### src/rtl/mem_arb_pkg.sv
// Shared definitions for the fetch/data memory port arbiter: state encoding and
// parameter defaults.
package mem_arb_pkg;

    localparam int unsigned ADDR_W_DEF     = 32;
    localparam int unsigned DATA_W_DEF     = 32;
    localparam int unsigned MAX_STREAK_DEF = 4;

    typedef enum logic [1:0] {
        IDLE   = 2'd0,
        BUSY_I = 2'd1,
        BUSY_D = 2'd2
    } arb_state_e;

endpackage

### src/rtl/mem_arb_streak.sv
// Counts consecutive data grants made while a fetch is waiting; flags when the
// fetch port must be given the next grant.
module mem_arb_streak
    import mem_arb_pkg::*;
#(
    parameter int unsigned MAX_STREAK = MAX_STREAK_DEF
) (
    input  logic i_clk,
    input  logic i_rst,
    input  logic i_grant_d,
    input  logic i_grant_i,
    input  logic i_ireq,
    output logic o_at_max
);

    localparam int unsigned CNT_W = (MAX_STREAK < 1) ? 1 : $clog2(MAX_STREAK + 1);

    logic [CNT_W-1:0] r_count;

    // The forced fetch grant at the limit clears the count, so it never exceeds MAX_STREAK.
    always_ff @(posedge i_clk or posedge i_rst) begin
        if (i_rst) begin
            r_count <= '0;
        end else if (i_grant_i || (i_grant_d && !i_ireq)) begin
            r_count <= '0;
        end else if (i_grant_d) begin
            r_count <= r_count + 1'b1;
        end
    end

    assign o_at_max = (r_count == CNT_W'(MAX_STREAK));

endmodule

### src/rtl/mem_port_arbiter.sv
// Two-port (fetch/data) arbiter onto one shared memory port, data has fixed priority.
// Define ARB_FAIRNESS_EN to bound data streaks while a fetch waits.
module mem_port_arbiter
    import mem_arb_pkg::*;
#(
    parameter int unsigned ADDR_W     = ADDR_W_DEF,
    parameter int unsigned DATA_W     = DATA_W_DEF,
    parameter int unsigned MAX_STREAK = MAX_STREAK_DEF
) (
    input  logic              Clk,
    input  logic              Rst,
    input  logic              IReq,
    input  logic [ADDR_W-1:0] IAddr,
    output logic [DATA_W-1:0] IRdata,
    output logic              IDone,
    input  logic              DReq,
    input  logic              DWe,
    input  logic [ADDR_W-1:0] DAddr,
    input  logic [DATA_W-1:0] DWdata,
    output logic [DATA_W-1:0] DRdata,
    output logic              DDone,
    output logic              MReq,
    output logic              MWe,
    output logic [ADDR_W-1:0] MAddr,
    output logic [DATA_W-1:0] MWdata,
    input  logic [DATA_W-1:0] MRdata,
    input  logic              MAck
);

    arb_state_e        r_state;
    logic              r_mreq;
    logic              r_mwe;
    logic [ADDR_W-1:0] r_maddr;
    logic [DATA_W-1:0] r_mwdata;
    logic [DATA_W-1:0] r_irdata;
    logic [DATA_W-1:0] r_drdata;

    logic w_idle;
    logic w_force_i;
    logic w_grant_d;
    logic w_grant_i;

    assign w_idle = (r_state == IDLE);

`ifdef ARB_FAIRNESS_EN
    logic w_at_max;

    mem_arb_streak #(
        .MAX_STREAK (MAX_STREAK)
    ) u_streak (
        .i_clk     (Clk),
        .i_rst     (Rst),
        .i_grant_d (w_grant_d),
        .i_grant_i (w_grant_i),
        .i_ireq    (IReq),
        .o_at_max  (w_at_max)
    );

    assign w_force_i = w_at_max & IReq;
`else
    // MAX_STREAK has no effect in this build; keep it referenced.
    logic w_unused_max_streak;
    assign w_unused_max_streak = ^MAX_STREAK;
    assign w_force_i           = 1'b0;
`endif

    assign w_grant_d = w_idle & DReq & ~w_force_i;
    assign w_grant_i = w_idle & IReq & (~DReq | w_force_i);

    always_ff @(posedge Clk or posedge Rst) begin
        if (Rst) begin
            r_state  <= IDLE;
            r_mreq   <= 1'b0;
            r_mwe    <= 1'b0;
            r_maddr  <= '0;
            r_mwdata <= '0;
            r_irdata <= '0;
            r_drdata <= '0;
        end else begin
            case (r_state)
                IDLE: begin
                    if (w_grant_d) begin
                        r_state  <= BUSY_D;
                        r_mreq   <= 1'b1;
                        r_mwe    <= DWe;
                        r_maddr  <= DAddr;
                        r_mwdata <= DWdata;
                    end else if (w_grant_i) begin
                        r_state <= BUSY_I;
                        r_mreq  <= 1'b1;
                        r_mwe   <= 1'b0;
                        r_maddr <= IAddr;
                    end
                end
                BUSY_I: begin
                    if (MAck) begin
                        r_state  <= IDLE;
                        r_mreq   <= 1'b0;
                        r_irdata <= MRdata;
                    end
                end
                BUSY_D: begin
                    if (MAck) begin
                        r_state <= IDLE;
                        r_mreq  <= 1'b0;
                        r_mwe   <= 1'b0;
                        if (!r_mwe) begin
                            r_drdata <= MRdata;
                        end
                    end
                end
                default: begin
                    r_state <= IDLE;
                    r_mreq  <= 1'b0;
                    r_mwe   <= 1'b0;
                end
            endcase
        end
    end

    assign MReq   = r_mreq;
    assign MWe    = r_mwe;
    assign MAddr  = r_maddr;
    assign MWdata = r_mwdata;
    assign IRdata = r_irdata;
    assign DRdata = r_drdata;
    assign IDone  = MAck & (r_state == BUSY_I);
    assign DDone  = MAck & (r_state == BUSY_D);

endmodule
### config.mk
export PLATFORM = sky130hd
export DESIGN_NAME = mem_port_arbiter
export DESIGN_NICKNAME = d
export VERILOG_FILES = /design/src/rtl/mem_arb_pkg.sv /design/src/rtl/mem_arb_streak.sv /design/src/rtl/mem_port_arbiter.sv
export SDC_FILE = /design/constraint.sdc
export NUM_CORES = 1
export LEC_CHECK = 0
export BUFFER_PORTS_ARGS = -buffer_cell sky130_fd_sc_hd__buf_2
export CAP_MARGIN = 20
export CORE_MARGIN = 4
export CORE_UTILIZATION = 42
export DETAILED_ROUTE_END_ITERATION = 6
export GPL_ROUTABILITY_DRIVEN = 1
export PLACE_DENSITY = 0.74
export SETUP_SLACK_MARGIN = 0.1
export SYNTH_ARGS = -nofsm -noshare
export SYNTH_HDL_FRONTEND = slang
export SYNTH_SLANG_ARGS = --single-unit
### constraint.sdc
create_clock -name Clk -period 5.1 [get_ports Clk]
set_clock_uncertainty 0.2 [all_clocks]
set_input_delay 1.53 -clock Clk [delete_from_list [all_inputs] [get_ports Clk]]
set_output_delay 1.53 -clock Clk [all_outputs]
set_load 0.01 [all_outputs]
==> impl_results.md, run 1 <==
- Fraction of registers with async set/reset: 1.00
- Max_slew headroom: 0.352
- Fmax: 0.271 GHz
- Tot Pwr: approximately 5000 uW
- Fraction of the yosys area taken by sequential cells: 0.611
- Hold Buf Count CTS: 0
- Ys flop type: dfrtp_1
- Crit Path Max Fanout: 4
- Share of cells above drive strength 1: 0.742
- Latest clock arrival within the worst-skew pair: 0.40 ns
- Final hold vios: 0
- Initial antenna violation count: 0
- Cts repair resizes: 0
- Post-synth top cells: mux2_2 (157), dfrtp_1 (132), buf_2 (13)
- CP Capture Type: primary output
- Largest net degree at the start of global routing: between 60 and 70
- CP most frequent cell: buf_2
- Top Ports: 266
- Vias in the first global route: 4121
- P&R area growth vs syn: 38.6%
- Wire length per cell: 16.1 um
- Startpoint types: primary input
- Post-Syn Area: 5400 um2
- DIE WIDTH: about 120 um
- Clk sinks: ~130
- Die height: 121 um
- Antenna cells: 0
- Critical path class: in -> out
- Pwr per Cell Area: around 660 nW/um2
- Starting Density: 0.428
- # DRC: 0
- Post-synth EDFFs: 0
- Synth area leaders: dfrtp_1 (61%), mux2_2 (33%), buf_2 (1.2%)
- DR iter-0 viols: 100
- Peak supply drop: a little over 0.4 mV
- Vias per cell: 4.70
- Num CTS Buffers: 17
- Core box area: 12600 um2
- Most frequent cell after synthesis: mux2_2
- Hold slack: just under 0.3 ns
- Placer Congestion: 0.745
- Worst-path cell chain: buf_2, and2_1, buf_2
- Area share of the largest cell type after synthesis: 0.611
- Post-synth top area cell: dfrtp_1
- Count of cell types in the netlist: 21
- CTS tree: built
- Clock buffer depth: 2
- Seq cells post-synth: 132
- CTS H-Tree Depth: 4
- Hold WC Path Type: reg -> reg
- Nets: 749
- Antenna Nets Post-Route: 0
- Setup-failing EPs final: 0
- DP Wirelength: 9650 um
- Final Slew Violations: 0
- Clk slew on worst S/H paths: roughly 0.050 ns
- Post-CTS setup buffers: 0
- Number of detailed-route iterations in the first pass: 4
- GR Util All Layers: 0.175
- Maxcap violations: 0
- CP arrival: 1.96 ns
- Port Buf Inserts: 265
- Worst-Margin Slew: slightly below 1 ns
- Critical Path RT: 3.37 ns
- Status: finished, final reports clean
- WHS Path Cells: 1
- Die area: approximately 15000 um2
- Core Util, Final: 0.593
- Final worst path period share: 0.723
- Worst reg-to-reg path cell count: 5
- P_leak: about 0.0037 uW
- Final worst path period need: 3.69 ns
- Syn_area_per_cell: 16.0 um2
- Reg2reg setup slack: around 2.5 ns
- Vias: 3742
- Slowest stage delay, CP: 0.17 ns
- First-pass GRT wire length: 20100 um
- # rows: 41
- GR Overflow Total: 0
- Ys Warns: 0
- CTS root buf: clkbuf_16
- Sum Neg Setup Slack: 0 ns
- RSZ-0062 raised after global routing: no
- DRT Wirelength: 12800 um
- Syn_nets: 476
- Crit path max-delay cell type: and2_1
- Post-Syn Instances: 338
==> through the flow <==
step | setup WS, ns | area, um2 | cells
global placement | 1.41 | 6900 | 764
CTS | 1.41 | 7490 | 796
detailed placement | 1.41 | 6900 | 764
global route | 1.39 | 7490 | 796
finish | 1.41 | 7490 | 796
floorplan | 1.39 | 5410 | 338
==> registers in the layout, summed over array words and instances (netlist names) <==
register	cells
DRdata	32
MWdata	32
IRdata	32
MWe	1
MReq	1
r_state	2
MAddr	32
==> cells by family (layout without fill, tap and decap cells) <==
| family | count (synthesis) | in the layout | synth area share |
|---|---|---|---|
| muxes | 161 | 161 | 0.338 |
| buffers and inverters | 22 | 308 | 0.0220 |
| DFF | 132 | 132 | 0.611 |
| adders and majority gates | 4 | 4 | 0.00926 |
| AOI/OAI and AO/OA | 7 | 7 | 0.00857 |
| and+or+nand+nor | 12 | 12 | 0.0111 |
==> area by class of cell <==
cell class	instances	area (um2)
fillers	1105	5130
flip-flops and latches	132	3300
multi-input cells	184	1980
repair buffers	271	1370
clock buffers	19	433
well taps	172	215
clock inverters	13	158
inverters	5	22.5
==> final timing paths <==
kind	start	endpoint
min in group asynchronous	Rst	IRdata[30]
min reg2reg	MAddr[18]	MAddr[18]
min	MAddr[18]	MAddr[18]
max reg2reg	r_state[0]	MWdata[1]
max	MAck	DDone
max in group asynchronous	Rst	MAddr[18]
==> cells in the final DEF, fill, tap and decap left out <==
master,Yosys,layout
a21o_1,1,1
a21oi_1,1,1
a221oi_1,1,1
and2_1,1,1
buf_2,13,265
buf_4,1,6
bufinv_16,0,3
clkbuf_1,0,2
clkbuf_16,0,17
clkinv_2,0,5
clkinv_4,0,3
clkinvlp_4,0,2
dfrtp_1,132,132
ha_1,4,4
inv_1,5,4
inv_6,0,1
mux2_1,1,1
mux2_2,157,157
mux2_4,3,3
nand2_1,5,4
nand2_2,0,1
nand2b_1,2,2
nor2_1,1,1
nor2b_1,3,3
o21ai_0,2,2
o22a_1,1,1
o22ai_1,1,1
==> routing by layer <==
metal	vias up	track usage	wire (um)
met4	0	0.0700	269
met1	1828	0.193	4560
li1	1741	-	-
met2	152	0.315	7020
met3	21	0.0517	956
met5	-	0	0
==> critical path, delay by kind of cell <==
family / cells / cell delay, ns
buf+inv: 2 / 0.26
simple gates: 1 / 0.17
==> report_power, final <==
| part | switching (uW) | internal [uW] |
|---|---|---|
| Combinational | 907 | 1020 |
| Clock | 440 | 767 |
| Sequential | 248 | 1590 |
| Total | 1590 | 3380 |
No activity file was read; power rests on OpenSTA's default activity.
==> run 2: changes to the inputs <==
Settings changed: ABC_AREA from default to 1, PLACE_DENSITY 0.74 to 0.73.
Clock period 5.1 ns to 3.25 ns, I/O delays scaled along.
==> impl_results.md, run 2 <==
- Critical Path RT: 2.07 ns
- Sum Neg Setup Slack: 0 ns
- Post-synth top cells: nand2_1 (372), dfrtp_1 (132), inv_1 (41)
- Crit path max-delay cell type: buf_2
- Antenna Nets Post-Route: 0
- Die area: approximately 15000 um2
- Slowest stage delay, CP: 0.13 ns
- CP delay by family, top: buffers and inverters
- Seq cells post-synth: between 100 and 150
- Tot Pwr: approximately 7800 uW
- Port Buf Inserts: around 270
- Worst-Margin Slew: 0.713 ns
- Clk sinks: approximately 130
- Combinational Power Share: 0.366
- Vias per cell: around 4.4
- Latest clock arrival within the worst-skew pair: 0.41 ns
- Critical path class: in -> out
- Final hold vios: 0
- Clock share of power: 0.276
- Commonest cells after routing, fill and taps aside: nand2_1 (370), buf_2 (265), dfrtp_1 (132), inv_1 (40)
- Clk slew on worst S/H paths: 0.05 ns
- Share of cells above drive strength 1: 0.368
- Initial antenna violation count: 2
- Ys Warns: 0
- Post-Syn Area: 5590 um2
- CTS H-Tree Depth: 4
- First-pass GRT wire length: 22400 um
- Worst-path cell chain: buf_2, nand2_2, inv_1, buf_2
- Hold WC Path Type: reg -> reg
- Final worst path period need: approximately 2.6 ns
- Nets: 1050
- Final worst path period share: 0.798
- Pwr per Cell Area: 1020 nW/um2
- Placer Congestion: 0.750
- Starting Density: 0.436
- CP arrival: 1.42 ns
- Top Ports: 266
- Post-Syn Instances: 655
- CTS tree: built
- Net switching power: ~2900 uW
- GR Util All Layers: 0.191
- Core box area: 12800 um2
- Hold slack: 0.272 ns
- CP Capture Type: primary output
- Startpoint types: primary input
- DP Wirelength: 10500 um
- Syn_area_per_cell: 8.54 um2
- DIE WIDTH: 123 um
- Antenna cells: 0
- Fraction of registers with async set/reset: 1.00
- Vias: between 4k and 5k
- Commonest non-fill, non-tap cell in the layout: nand2_1
- Post-synth EDFFs: 0
- Clock buffer depth: 2
- Design Area, Final: 7700 um2
- Post-synth top area cell: dfrtp_1
- CP most frequent cell: buf_2
- Vias in the first global route: 4596
- Fraction of the yosys area taken by sequential cells: 0.590
- Number of detailed-route iterations in the first pass: 4
- Crit path buffers/inverters: 3
- RSZ-0062 raised after global routing: no
- Syn_nets: roughly 790
- GR Overflow Total: 0
- Flop pwr share: 0.358
- P&R area growth vs syn: 37.6%
- Num CTS Buffers: 17
- Peak supply drop: 0.402 mV
- Cts repair resizes: 0
- Synth area leaders: dfrtp_1 (59%), nand2_1 (25%), o21ai_2 (5.0%)
- Most frequent cell after synthesis: nand2_1
- DRT Wirelength: 14600 um
- Switching part of the total power: 0.365
- Area share of the largest cell type after synthesis: 0.590
- Final Slew Violations: 0
- Largest net degree at the start of global routing: 133
- # rows: 41
- Post-CTS setup buffers: 0
- Status: finished, final reports clean
- Int Pwr: 4980 uW
- Placement Cell Area: 7020 um2
- # DRC: 0
- Fmax: around 0.39 GHz
- Hold Buf Count CTS: 0
- Die height: around 120 um
- DR iter-0 viols: 247
- Maxcap violations: 0
- Crit Path Max Fanout: 3
- Wire length per cell: 13.3 um
- Setup-failing EPs final: 0
- Count of cell types in the netlist: 15
- P_leak: ~0.0046 uW
- Ys flop type: dfrtp_1
- Max_slew headroom: 0.525
- CTS root buf: clkbuf_16
[run 2: cell types whose count changed in the layout (fill, tap and decap cells not counted), moves of 3 or more]
cell	previous run	this run
clkbuf_8	0	4
o21ai_2	0	32
clkinv_2	5	0
o21ai_0	2	32
nand3_1	0	3
mux2_2	157	0
nand2_1	4	370
buf_12	0	3
inv_1	4	40
nor2b_1	3	0
mux2_4	3	0
[run 2: cells by family after synthesis]
kind of cell | count (synthesis) | share of synthesized area
flip-flops | 132 | 0.590
AND/OR/NAND/NOR | 378 | 0.255
adder cells (fa/ha/maj) | 4 | 0.00895
AO/OA/AOI/OAI | 65 | 0.0796
buffers and inverters | 76 | 0.0662
[run 2: per-stage QoR]
step,utilization,setup WS [ns],cells
after global routing,0.600,0.558,1097
after CTS,0.600,0.637,1097
after detailed placement,0.548,0.640,1065
after floorplan,-,0.438,655
final,0.600,0.656,1097
after global placement,0.548,0.659,1065
[run 2: final cells by class]
type	instances	area, um2
sequential	132	3300
timing repair buffer	272	1420
clock inverter	10	193
tap	172	215
clock buffer	22	484
inverter	42	161
multi-input combinational	447	1930
fill	1181	5130
[run 2: worst min-delay path: stages (launching register included)]
cell	delay (ns)
dfrtp_1	0.33
nand2_1	0.05
nand2_1	0.05
[run 2: per-layer routing]
| layer | share of wire | up-vias | global-route usage |
|---|---|---|---|
| li1 | - | 2496 | - |
| met1 | 0.42 | 2114 | 0.237 |
| met2 | 0.46 | 209 | 0.303 |
| met3 | 0.10 | 24 | 0.0796 |
| met4 | 0.016 | 4 | 0.0637 |
| met5 | 0.0014 | - | 0 |
[run 2: worst paths after layout]
path,start,end,slack [ns],cells past startpoint
hold reg to reg,MWdata[23],MWdata[23],0.27,2
min in group asynchronous,Rst,IRdata[22],0.52,3
hold / removal,MWdata[23],MWdata[23],0.27,2
max in group asynchronous,Rst,IRdata[17],1.76,3
setup / recovery,MAck,IDone,0.66,4
setup reg to reg,r_state[0],MAddr[29],1.30,8
[run 2: power groups by stage]
stage / registers, uW / logic, uW / clock network (uW)
detailed placement: 2810 / 2940 / 0
floorplan: 3170 / 1380 / 0
CTS: 2820 / 2940 / 2210
global route: 2900 / 3240 / 2300
global placement: 2800 / 2880 / 0
finish: 2810 / 2870 / 2170
==> run 3: changes to the inputs <==
Settings changed: CORE_UTILIZATION 42 to 47, PLACE_DENSITY 0.73 to 0.78.
Clock period 3.25 ns to 2.4 ns, I/O delays scaled along.
==> impl_results.md, run 3 (synthesis gave the netlist of run 2 again) <==
- Commonest non-fill, non-tap cell in the layout: nand2_1
- Pwr per Cell Area: 1360 nW/um2
- Status: finished, final reports clean
- Largest net degree at the start of global routing: 71
- DR iter-0 viols: 374
- Starting Density: 0.486
- Maxcap violations: 0
- Hold WC Path Type: in -> async
- Worst-Margin Slew: 0.554 ns
- Vias per cell: 4.61
- Clk slew on worst S/H paths: approximately 0.06 ns
- CP Capture Type: primary output
- Die height: 117 um
- Final worst path period share: 0.938
- Core Util, Final: 0.668
- Final worst path period need: ~2.3 ns
- Storage cell area: 3300 um2
- Antenna cells: 0
- CTS H-Tree Depth: 4
- Critical path startpoint: r_state[1]
- Initial antenna violation count: 1
- Setup-failing EPs final: 0
- Number of detailed-route iterations in the first pass: 4
- Crit Path Max Fanout: 3
- Commonest cells after routing, fill and taps aside: nand2_1 (369), buf_2 (263), dfrtp_1 (132), inv_1 (38)
- CP arrival: 1.33 ns
- Final hold vios: 0
- Startpoint types: flop
- Slowest stage delay, CP: 0.43 ns
- Num CTS Buffers: 17
- P_leak: 0.00458 uW
- Die area: 13700 um2
- Max_slew headroom: 0.631
- Vias in the first global route: 4582
- Nets: 1056
- P&R area growth vs syn: 37.4%
- Crit path buffers/inverters: 3
- Post-Layout Cell Count: 1074
- Antenna Nets Post-Route: 0
- Vias: 4946
- DP Wirelength: 10600 um
- Final Slew Violations: 0
- GR Util All Layers: 0.209
- Hold Buf Count CTS: 0
- Worst flop-to-flop path startpoint: r_state[0]
- CTS tree: built
- # fillers: 978
- Critical Path RT: 1.48 ns
- # DRC: 0
- Area of the multi-input gates: slightly below 2000 um2
- Placed insts: 1038
- Crit path max-delay cell type: dfrtp_1
- Core box area: 11500 um2
- Peak supply drop: 0.597 mV
- Port Buf Inserts: 265
- Top Ports: 266
- RSZ-0062 raised after global routing: no
- Placer Congestion: 0.769
- GR Overflow Total: 0
- Fmax: 0.444 GHz
- DRT Wirelength: 14500 um
- # rows: 39
- Wire length per cell: approximately 14 um
- CP delay by family, top: flip-flops
- Share of cells above drive strength 1: 0.377
- Worst-path cell chain: inv_2, ha_4, nand2_2, inv_1, buf_6
- First-pass GRT wire length: between 20000 and 25000 um
- Clock buffer depth: 2
- DIE WIDTH: between 100 and 150 um
- Latest clock arrival within the worst-skew pair: around 0.4 ns
- CTS root buf: clkbuf_16
- Clk sinks: 132
- Critical path class: reg -> out
[run 3: per-stage QoR]
stage	instance area (um2)	hold slack [ns]	setup slack [ns]	power [uW]	TNS, ns
2_1_floorplan	5600	0.267	-0.157	6160	-20.75
3_3_place_gp	7010	0.251	0.342	7680	0
3_5_place_dp	7010	0.259	0.336	7810	0
4_1_cts	7620	0.244	0.0718	10500	0
5_1_grt	7690	0.267	0.0834	11200	0
6_report	7690	0.234	0.149	10400	0
[run 3: worst register-to-register path, stage by stage, from the launching register on]
cell and delay (ns):
dfrtp_1 0.42, inv_2 0.09, buf_4 0.13, ha_1 0.23
nand2_2 0.10, buf_4 0.35, nand2_1 0.13, nand2_1 0.09
nand2_1 0.05, nand2_1 0.06
[run 3: power breakdown]
group / switching, uW / internal [uW]
logic: 2390 / 1580
registers: 562 / 3260
clock network: 980 / 1650
total: 3930 / 6500
[run 3: repair_timing]
item	4_1_cts	5_1_grt
buffers inserted	0	4
pin swaps	1	0
endpoints found under the setup margin	2	2
gates resized for setup	2	7
[run 3: path summary, 6_finish.rpt]
path / end / slack [ns] / cells past startpoint
max: IDone / 0.15 / 5
min: MWdata[17] / 0.23 / 3
max reg2reg: MAddr[12] / 0.49 / 9
min reg2reg: MAddr[23] / 0.27 / 2
max in group asynchronous: IRdata[11] / 1.45 / 3
min in group Clk: MAddr[23] / 0.27 / 2
[run 3: layer usage]
| metal | track usage | part of all wire | up-vias |
|---|---|---|---|
| met5 | 0 | 0.00048 | - |
| met4 | 0.0757 | 0.013 | 2 |
| met3 | 0.0761 | 0.093 | 23 |
| met2 | 0.328 | 0.47 | 209 |
| met1 | 0.267 | 0.42 | 2202 |
| li1 | - | - | 2510 |
[run 3: final cells by class]
type                    count  area share
clock inverters            14      0.0229
clock buffers              18      0.0558
multi-input cells         447       0.254
inverters                  42      0.0210
well taps                 143      0.0233
repair buffers            278       0.193
flip-flops and latches    132       0.430
